$ cat config.mk
export PLATFORM = sky130hd
export DESIGN_NAME = ks_limb_sequencer
export DESIGN_NICKNAME = d
export VERILOG_FILES = /design/src/rtl/ks_pkg.sv /design/src/rtl/ks_limb_sequencer.sv
export SDC_FILE = /design/constraint.sdc
export NUM_CORES = 1
export LEC_CHECK = 0
export CORE_ASPECT_RATIO = 1.5
export CORE_MARGIN = 2
export CORE_UTILIZATION = 32
export DETAILED_ROUTE_END_ITERATION = 12
export PLACE_DENSITY = 0.87
export SLEW_MARGIN = 20
export SYNTH_ARGS = -nofsm -noshare
export SYNTH_HDL_FRONTEND = slang
export SYNTH_SLANG_ARGS = --single-unit
$ cat constraint.sdc
create_clock -name clk -period 3.89 [get_ports clk]
set_clock_uncertainty 0.05 [all_clocks]
set_input_delay 0.9725 -clock clk [delete_from_list [all_inputs] [get_ports clk]]
set_output_delay 0.9725 -clock clk [all_outputs]
set_load 0.01 [all_outputs]
$ cat src/rtl/ks_pkg.sv
// Shared types and widths for the Kogge-Stone limb sequencer and its adder core.
package ks_pkg;

  localparam int LIMB_W = 32;
  localparam int SUM_W  = 33;

  typedef enum logic {
    ST_FIRST,
    ST_MID
  } state_e;

endpackage

$ cat src/rtl/ks_limb_sequencer.sv
// Streams LSB-first operand limbs through an external 32-bit adder, chaining carry
// between limbs and registering each sum limb into a 1-deep output pipe.
module ks_limb_sequencer
  import ks_pkg::*;
#(
  parameter int LIMBS = 4
) (
  input  logic              clk,
  input  logic              rst_n,
  input  logic              in_valid,
  output logic              in_ready,
  input  logic [LIMB_W-1:0] in_a,
  input  logic [LIMB_W-1:0] in_b,
  input  logic              in_cin,
  input  logic              in_last,
  output logic [LIMB_W-1:0] add_x,
  output logic [LIMB_W-1:0] add_y,
  output logic              add_cin,
  input  logic [SUM_W-1:0]  add_s,
  output logic              out_valid,
  input  logic              out_ready,
  output logic [LIMB_W-1:0] out_sum,
  output logic              out_last,
  output logic              out_cout,
  output logic              len_err
);

  localparam int               CNT_W   = $clog2(LIMBS);
  localparam logic [CNT_W-1:0] CNT_MAX = CNT_W'(LIMBS - 1);

  state_e            state_q, state_d;
  logic [CNT_W-1:0]  cnt_q, cnt_d;
  logic              carry_q, carry_d;
  logic              out_valid_q, out_valid_d;
  logic [LIMB_W-1:0] out_sum_q, out_sum_d;
  logic              out_last_q, out_last_d;
  logic              out_cout_q, out_cout_d;
  logic              len_err_q, len_err_d;

  logic accept;
  logic at_max;
  logic close;

  assign accept = in_valid & in_ready;
  assign at_max = (cnt_q == CNT_MAX);
  assign close  = in_last | at_max;

  // State register. The output pipe is reset explicitly so a partial
  // operation cannot surface a stale limb after reset.
  always_ff @(posedge clk) begin
    // NOTE: sequential state uses non-blocking assignments so every flop samples
    // its _d value from before the edge, independent of statement order.
    if (!rst_n) begin
      state_q     <= ST_FIRST;
      cnt_q       <= '0;
      carry_q     <= 1'b0;
      out_valid_q <= 1'b0;
      out_sum_q   <= '0;
      out_last_q  <= 1'b0;
      out_cout_q  <= 1'b0;
      len_err_q   <= 1'b0;
    end else begin
      state_q     <= state_d;
      cnt_q       <= cnt_d;
      carry_q     <= carry_d;
      out_valid_q <= out_valid_d;
      out_sum_q   <= out_sum_d;
      out_last_q  <= out_last_d;
      out_cout_q  <= out_cout_d;
      len_err_q   <= len_err_d;
    end
  end

  // Next-state logic: an accepted limb either closes the operation or stays inside it.
  always_comb begin
    state_d = state_q;
    if (accept) begin
      state_d = close ? ST_FIRST : ST_MID;
    end
  end

  // Datapath next values for counter, carry chain and output pipe.
  always_comb begin
    // NOTE: every signal gets a hold default first, so no path leaves it unassigned
    // and no latch is inferred.
    cnt_d       = cnt_q;
    carry_d     = carry_q;
    out_valid_d = out_valid_q;
    out_sum_d   = out_sum_q;
    out_last_d  = out_last_q;
    out_cout_d  = out_cout_q;
    len_err_d   = len_err_q;

    if (accept) begin
      out_sum_d   = add_s[LIMB_W-1:0];
      out_valid_d = 1'b1;
      carry_d     = add_s[LIMB_W];
      if (close) begin
        cnt_d      = '0;
        out_last_d = 1'b1;
        out_cout_d = add_s[LIMB_W];
      end else begin
        cnt_d      = cnt_q + CNT_W'(1);
        out_last_d = 1'b0;
        out_cout_d = 1'b0;
      end
      // Hitting the limb limit without in_last forces the operation closed.
      if (at_max && !in_last) begin
        len_err_d = 1'b1;
      end
    end else if (out_valid_q && out_ready) begin
      out_valid_d = 1'b0;
    end
  end

  // Outputs: adder feed and handshake. The first limb takes the external carry-in,
  // so carry_q never leaks from one operation into the next.
  always_comb begin
    in_ready = rst_n & (~out_valid_q | out_ready);
    add_x    = in_a;
    add_y    = in_b;
    add_cin  = (state_q == ST_FIRST) ? in_cin : carry_q;
  end

  assign out_valid = out_valid_q;
  assign out_sum   = out_sum_q;
  assign out_last  = out_last_q;
  assign out_cout  = out_cout_q;
  assign len_err   = len_err_q;

endmodule

==> results of run 1 <==
Yosys cell counts:
cell type	number
ha_1	1
a32o_1	1
mux2i_1	2
and2_4	2
o21ai_2	9
nand2b_1	1
mux2_2	1
o211a_1	1
clkbuf_1	10
nand2_1	38
inv_1	2
dfxtp_1	40
buf_2	1
and2_1	1
clkbuf_2	3
buf_6	3
buf_4	64
a21boi_0	1
nor2_1	1
nand3_1	34
o21ai_0	26
o22ai_2	1
state kept, by name, summed over array words and instances (netlist names):
signal and cells:
out_sum 32, cnt_q 2, carry_q 1, len_err 1, out_cout 1, out_last 1, out_valid 1, state_q 1
path summary, 6_finish.rpt:
kind | startpoint | endpoint | depth (start not counted) | slack [ns]
max | out_ready | in_ready | 4 | 0.64
max reg2reg | out_valid | out_sum[11] | 4 | 2.19
min reg2reg | out_sum[9] | out_sum[9] | 2 | 0.41
min | out_sum[9] | out_sum[9] | 2 | 0.41
area by class of cell:
class                   instances  area share, %
clock buffers                   5           2.84
clock inverters                 3           1.75
inverters                       2          0.309
multi-input cells             120           26.3
flip-flops and latches         40           33.0
well taps                      74           3.81
repair buffers                 78           32.0
tightest hold or removal path, cell delays in order, from the launching register on:
cell,delay [ns]
dfxtp_1,0.32
nand2_1,0.06
o21ai_2,0.04
kinds of logic after synthesis:
kind of cell             Yosys count  share of synthesized area [%]
flip-flops                        40                           39.7
buffers and inverters             83                           28.7
multiplexers                       3                           1.55
AO/OA/AOI/OAI                     39                           12.3
adder cells (fa/ha/maj)            1                          0.619
AND/OR/NAND/NOR                   77                           17.2
stage by stage:
step                cell area (um^2)  utilization, %  cells
finish                          2430            39.6    322
floorplan                       2020               -    243
detailed placement              2320            37.8    314
CTS                             2430            39.6    322
global placement                2320            37.8    314
global route                    2430            39.6    322
power groups by stage:
| stage | Clock, mW | Sequential, mW | Combinational, mW |
|---|---|---|---|
| floorplan | 0 | 0.474 | 0.124 |
| global placement | 0 | 0.462 | 0.170 |
| detailed placement | 0 | 0.463 | 0.172 |
| CTS | 0.347 | 0.454 | 0.173 |
| global route | 0.363 | 0.457 | 0.185 |
| finish | 0.333 | 0.454 | 0.172 |
per-layer routing:
layer	share of wire [%]	global-route usage, %
met1	35	16.6
met5	0	0
met3	13	7.22
met2	44	22.8
met4	8.2	15.2
==> results.cfg, run 1 <==
[outcome]
status = complete, no violations

[setup_path]
critPathKind = in2out
slowest_stage = clkdlybuf4s50_1
critPathLaunchType = input port
crit_family = buffers and inverters
critPathMaxStageDelay_ns = 0.54
end_kind = output port
worst-path-max-fanout = 2
crit_path_frequent_cell = clkdlybuf4s50_1
crit_chain = clkdlybuf4s50_1 -> nand2b_1 -> and2_1 -> clkdlybuf4s50_1
cp.arrival_ns = 2.23
critPathRequiredTime_ns = 2.87
cp_num_buf_inv = 2

[pwr]
switching_share_pct = 24.2
pwr-share-seq_pct = 47.3
pwr-share-comb_pct = 17.9
power_uw = 959
power-per-cell-area_nw_per_um2 = 395
pwr-share-clk_pct = 34.8
power.leakage_nw = 0.892
ir_worst_vdd_mv = 0.250
p_switching_uw = 232
internal_power_uw = 727

[hold_path]
hold_path.class = reg2reg

[yosys]
seq_area_frac_synth_pct = 39.7
netlist_area_um2 = 2020
ys_ff_latch = 40
synthesis.nets = 347
synth.area.top_cells = dfxtp_1 (40%), buf_4 (24%), nand3_1 (8.4%)
synth_largest_area_cell = dfxtp_1
synthCells = 243
ys_warn_count = 0
synth_cell_types = 22
postSynthAreaPerCell_um2 = 8.31
synth_top_area_share_pct = 39.7

[floorplanning]
io_pins = 205
dieArea_um2 = 6980
die-width_um = 68.9
core_area_um2 = 6130
die_height_um = 101
placementRows = 35
initial_core_util_pct = 32.9

[clock_network]
cts.clk_slew.worst_paths_ns = 0.08
root_buffer = clkbuf_8
cts_hold_buf = 0
cts_tree = yes
clock_latency_ns = 0.28
cts_num_sinks = 40
cts_buffers = 5
clock_path_buffers = 2
htreeDepth = 2
cts.repair.resized = 0
post_cts_buffers = 0

[global_routing]
grt_max_degree = 42
antenna_found_initial = 0
grt_pass1_vias = 1615
grt_remaining_overflow = 0
grt_usage_pct = 15.9
grt_first_pass_wirelength_mm = 8.14

[place]
gp_congestion = 0.736
portBuffers = 76
dp_hpwl_mm = 4.02
dp_slack_ns = 0.619

[sta]
tightest_slew_ns = 0.442
setup_violations = 0
tns_ns = 0
layout_min_cycle_time_ns = 3.25
rsz0062_at_grt = no
hold_viol_final = 0
fin_ws_ns = 0.637
slew-limit-headroom_pct = 70.6
timing.hold.ws_ns = 0.412
drv_slew = 0
period_share_pct = 83.6
max_freq_ghz = 0.307

[drt]
wl_per_cell_um = 16.9
vias_per_cell = 4.87
first_iter_violations = 18
drc = 0
ant_nets = 0
vias = 1569
wl_mm = 5.45
drtPass1Iterations = 4

[final_layout]
final_cell_mix = clkdlybuf4s50_1 (76), dfxtp_1 (40), nand2_1 (38)
multi_input_area_um2 = 639
final_common_cell = clkdlybuf4s50_1
drive_gt1_share_pct = 9.27
num-fill-cells = 610
num-nets-final = 351
n_antenna_cell = 0
synthToLayoutAreaGrowth_pct = 20.2
register_area_um2 = 801

[run]
max-cap-violations = 0
Note: power is estimated with default switching activity, not from simulation.
==> inputs of run 2 (changes only) <==
--- a/config.mk
+++ b/config.mk
@@ -7,9 +7,9 @@
 export LEC_CHECK = 0
 export CORE_ASPECT_RATIO = 1.5
 export CORE_MARGIN = 2
-export CORE_UTILIZATION = 32
+export CORE_UTILIZATION = 26
 export DETAILED_ROUTE_END_ITERATION = 12
-export PLACE_DENSITY = 0.87
+export PLACE_DENSITY = 0.76
 export SLEW_MARGIN = 20
 export SYNTH_ARGS = -nofsm -noshare
 export SYNTH_HDL_FRONTEND = slang
==> constraint.sdc (replaced) <==
create_clock -name clk -period 2.8 [get_ports clk]
set_clock_uncertainty 0.05 [all_clocks]
set_input_delay 0.7 -clock clk [delete_from_list [all_inputs] [get_ports clk]]
set_output_delay 0.7 -clock clk [all_outputs]
set_load 0.01 [all_outputs]
==> results.cfg, run 2 (synthesis gave the netlist of run 1 again) <==
[floorplanning]
initial_core_util_pct = 26.7
core_area_um2 = 7560
dieArea_um2 = 8500
io_pins = 205
die_height_um = 112
placementRows = 39
die-width_um = 76.0

[hold_path]
hold_path_depth = 2
whs_endpoint = out_sum[19]
hold_start = out_sum[19]
hold_path.class = reg2reg

[final_layout]
final_area_um2 = 2500
drive_gt1_share_pct = 8.84
largest_reg_flops = 32
synthToLayoutAreaGrowth_pct = 24.0
instances_no_fill = 351
final_common_cell = clkdlybuf4s50_1
num-nets-final = 352
final_cell_mix = clkdlybuf4s50_1 (76), dfxtp_1 (40), nand2_1 (38)
n_antenna_cell = 0
post-route-util_pct = 33.1
num-fill-cells = 792

[global_routing]
grt_remaining_overflow = 0
antenna_found_initial = 0
grt_usage_pct = 11.0
grt_pass1_vias = 1556
grt_first_pass_wirelength_mm = 7.58
grt_max_degree = 42

[place]
gp_congestion = 0.684
dp_hpwl_mm = 3.40
portBuffers = 76
place_area_um2 = 2360
place_inst = 343
dp_slack_ns = -0.0451

[drt]
vias_per_cell = 4.47
vias = 1569
ant_nets = 0
drtPass1Iterations = 4
first_iter_violations = 81
wl_mm = 4.86
wl_per_cell_um = 13.9
drc = 0

[setup_path]
r2r-start = out_valid
end_kind = output port
critPathRequiredTime_ns = 2.05
worstRegToRegCells = 4
critPathLaunchType = input port
cp.arrival_ns = 1.91
worst-path-max-fanout = 2
reg2reg_slack_ns = 1.13
critPathKind = in2out
worstReg2RegEnd = out_sum[12]

[outcome]
status = complete, no violations

[clock_network]
htreeDepth = 2
root_buffer = clkbuf_16
cts.repair.resized = 0
cts.clk_slew.worst_paths_ns = 0.05
post_cts_buffers = 0
clock_latency_ns = 0.27
cts_buffers = 5
clock_path_buffers = 2
cts_num_sinks = 40
cts_hold_buf = 0
cts_tree = yes

[sta]
tightest_slew_ns = 0.465
max_freq_ghz = 0.375
hold_viol_final = 0
setup_violations = 0
rsz0062_at_grt = no
tns_ns = 0
slew-limit-headroom_pct = 69.0
drv_slew = 0
layout_min_cycle_time_ns = 2.66
timing.hold.ws_ns = 0.405
fin_ws_ns = 0.137
period_share_pct = 95.1

[pwr]
power_mw = 1.43
power.leakage_nw = 0.914
power-per-cell-area_nw_per_um2 = 570
ir_worst_vdd_mv = 0.181

[run]
max-cap-violations = 0
[run 2: cell type report]
class	instances	area (um^2)	share of cell area, %
flip-flops and latches	40	801	32.0
multi-input cells	120	639	25.5
well taps	102	128	5.09
clock buffers	8	146	5.84
inverters	2	7.51	0.300
repair buffers	79	783	31.3
[run 2: layer usage]
metal  GRT usage (%)  part of all wire (%)  vias up
li1                -                     -      742
met1            10.7                    34      698
met2            18.2                    49       74
met3            3.16                   8.4       55
met4            11.4                   8.1        0
met5               0                     0        -
[run 2: worst max-delay path by stage]
stage | slack, ns | to | depth (start not counted) | from
3_3_place_gp | 0.05 | out_sum[10] | 5 | rst_n
2_1_floorplan | 0.76 | in_ready | 3 | rst_n
3_5_place_dp | -0.05 | out_sum[12] | 5 | rst_n
4_1_cts | 0.12 | in_ready | 4 | out_ready
5_1_grt | 0.08 | in_ready | 4 | out_ready
6_report | 0.14 | in_ready | 4 | out_ready
[run 2: critical path, cell delays in order]
cell             delay (ns)
clkdlybuf4s50_1        0.44
nand2b_1               0.10
and2_1                 0.14
clkdlybuf4s50_1        0.53
[run 2: report_power, final]
part           internal, mW  switching, mW
Clock                 0.355          0.208
Combinational         0.137         0.0972
Sequential            0.610         0.0213
Total                  1.10          0.326
==> inputs of run 3 (changes only) <==
--- a/config.mk
+++ b/config.mk
@@ -8,6 +8,7 @@
 export CORE_ASPECT_RATIO = 1.5
 export CORE_MARGIN = 2
 export CORE_UTILIZATION = 26
+export CTS_CLUSTER_SIZE = 8
 export DETAILED_ROUTE_END_ITERATION = 12
 export PLACE_DENSITY = 0.76
 export SLEW_MARGIN = 20
==> results of run 3 <==
Same layout as run 2: the final DEF is identical, and so are final timing and power.
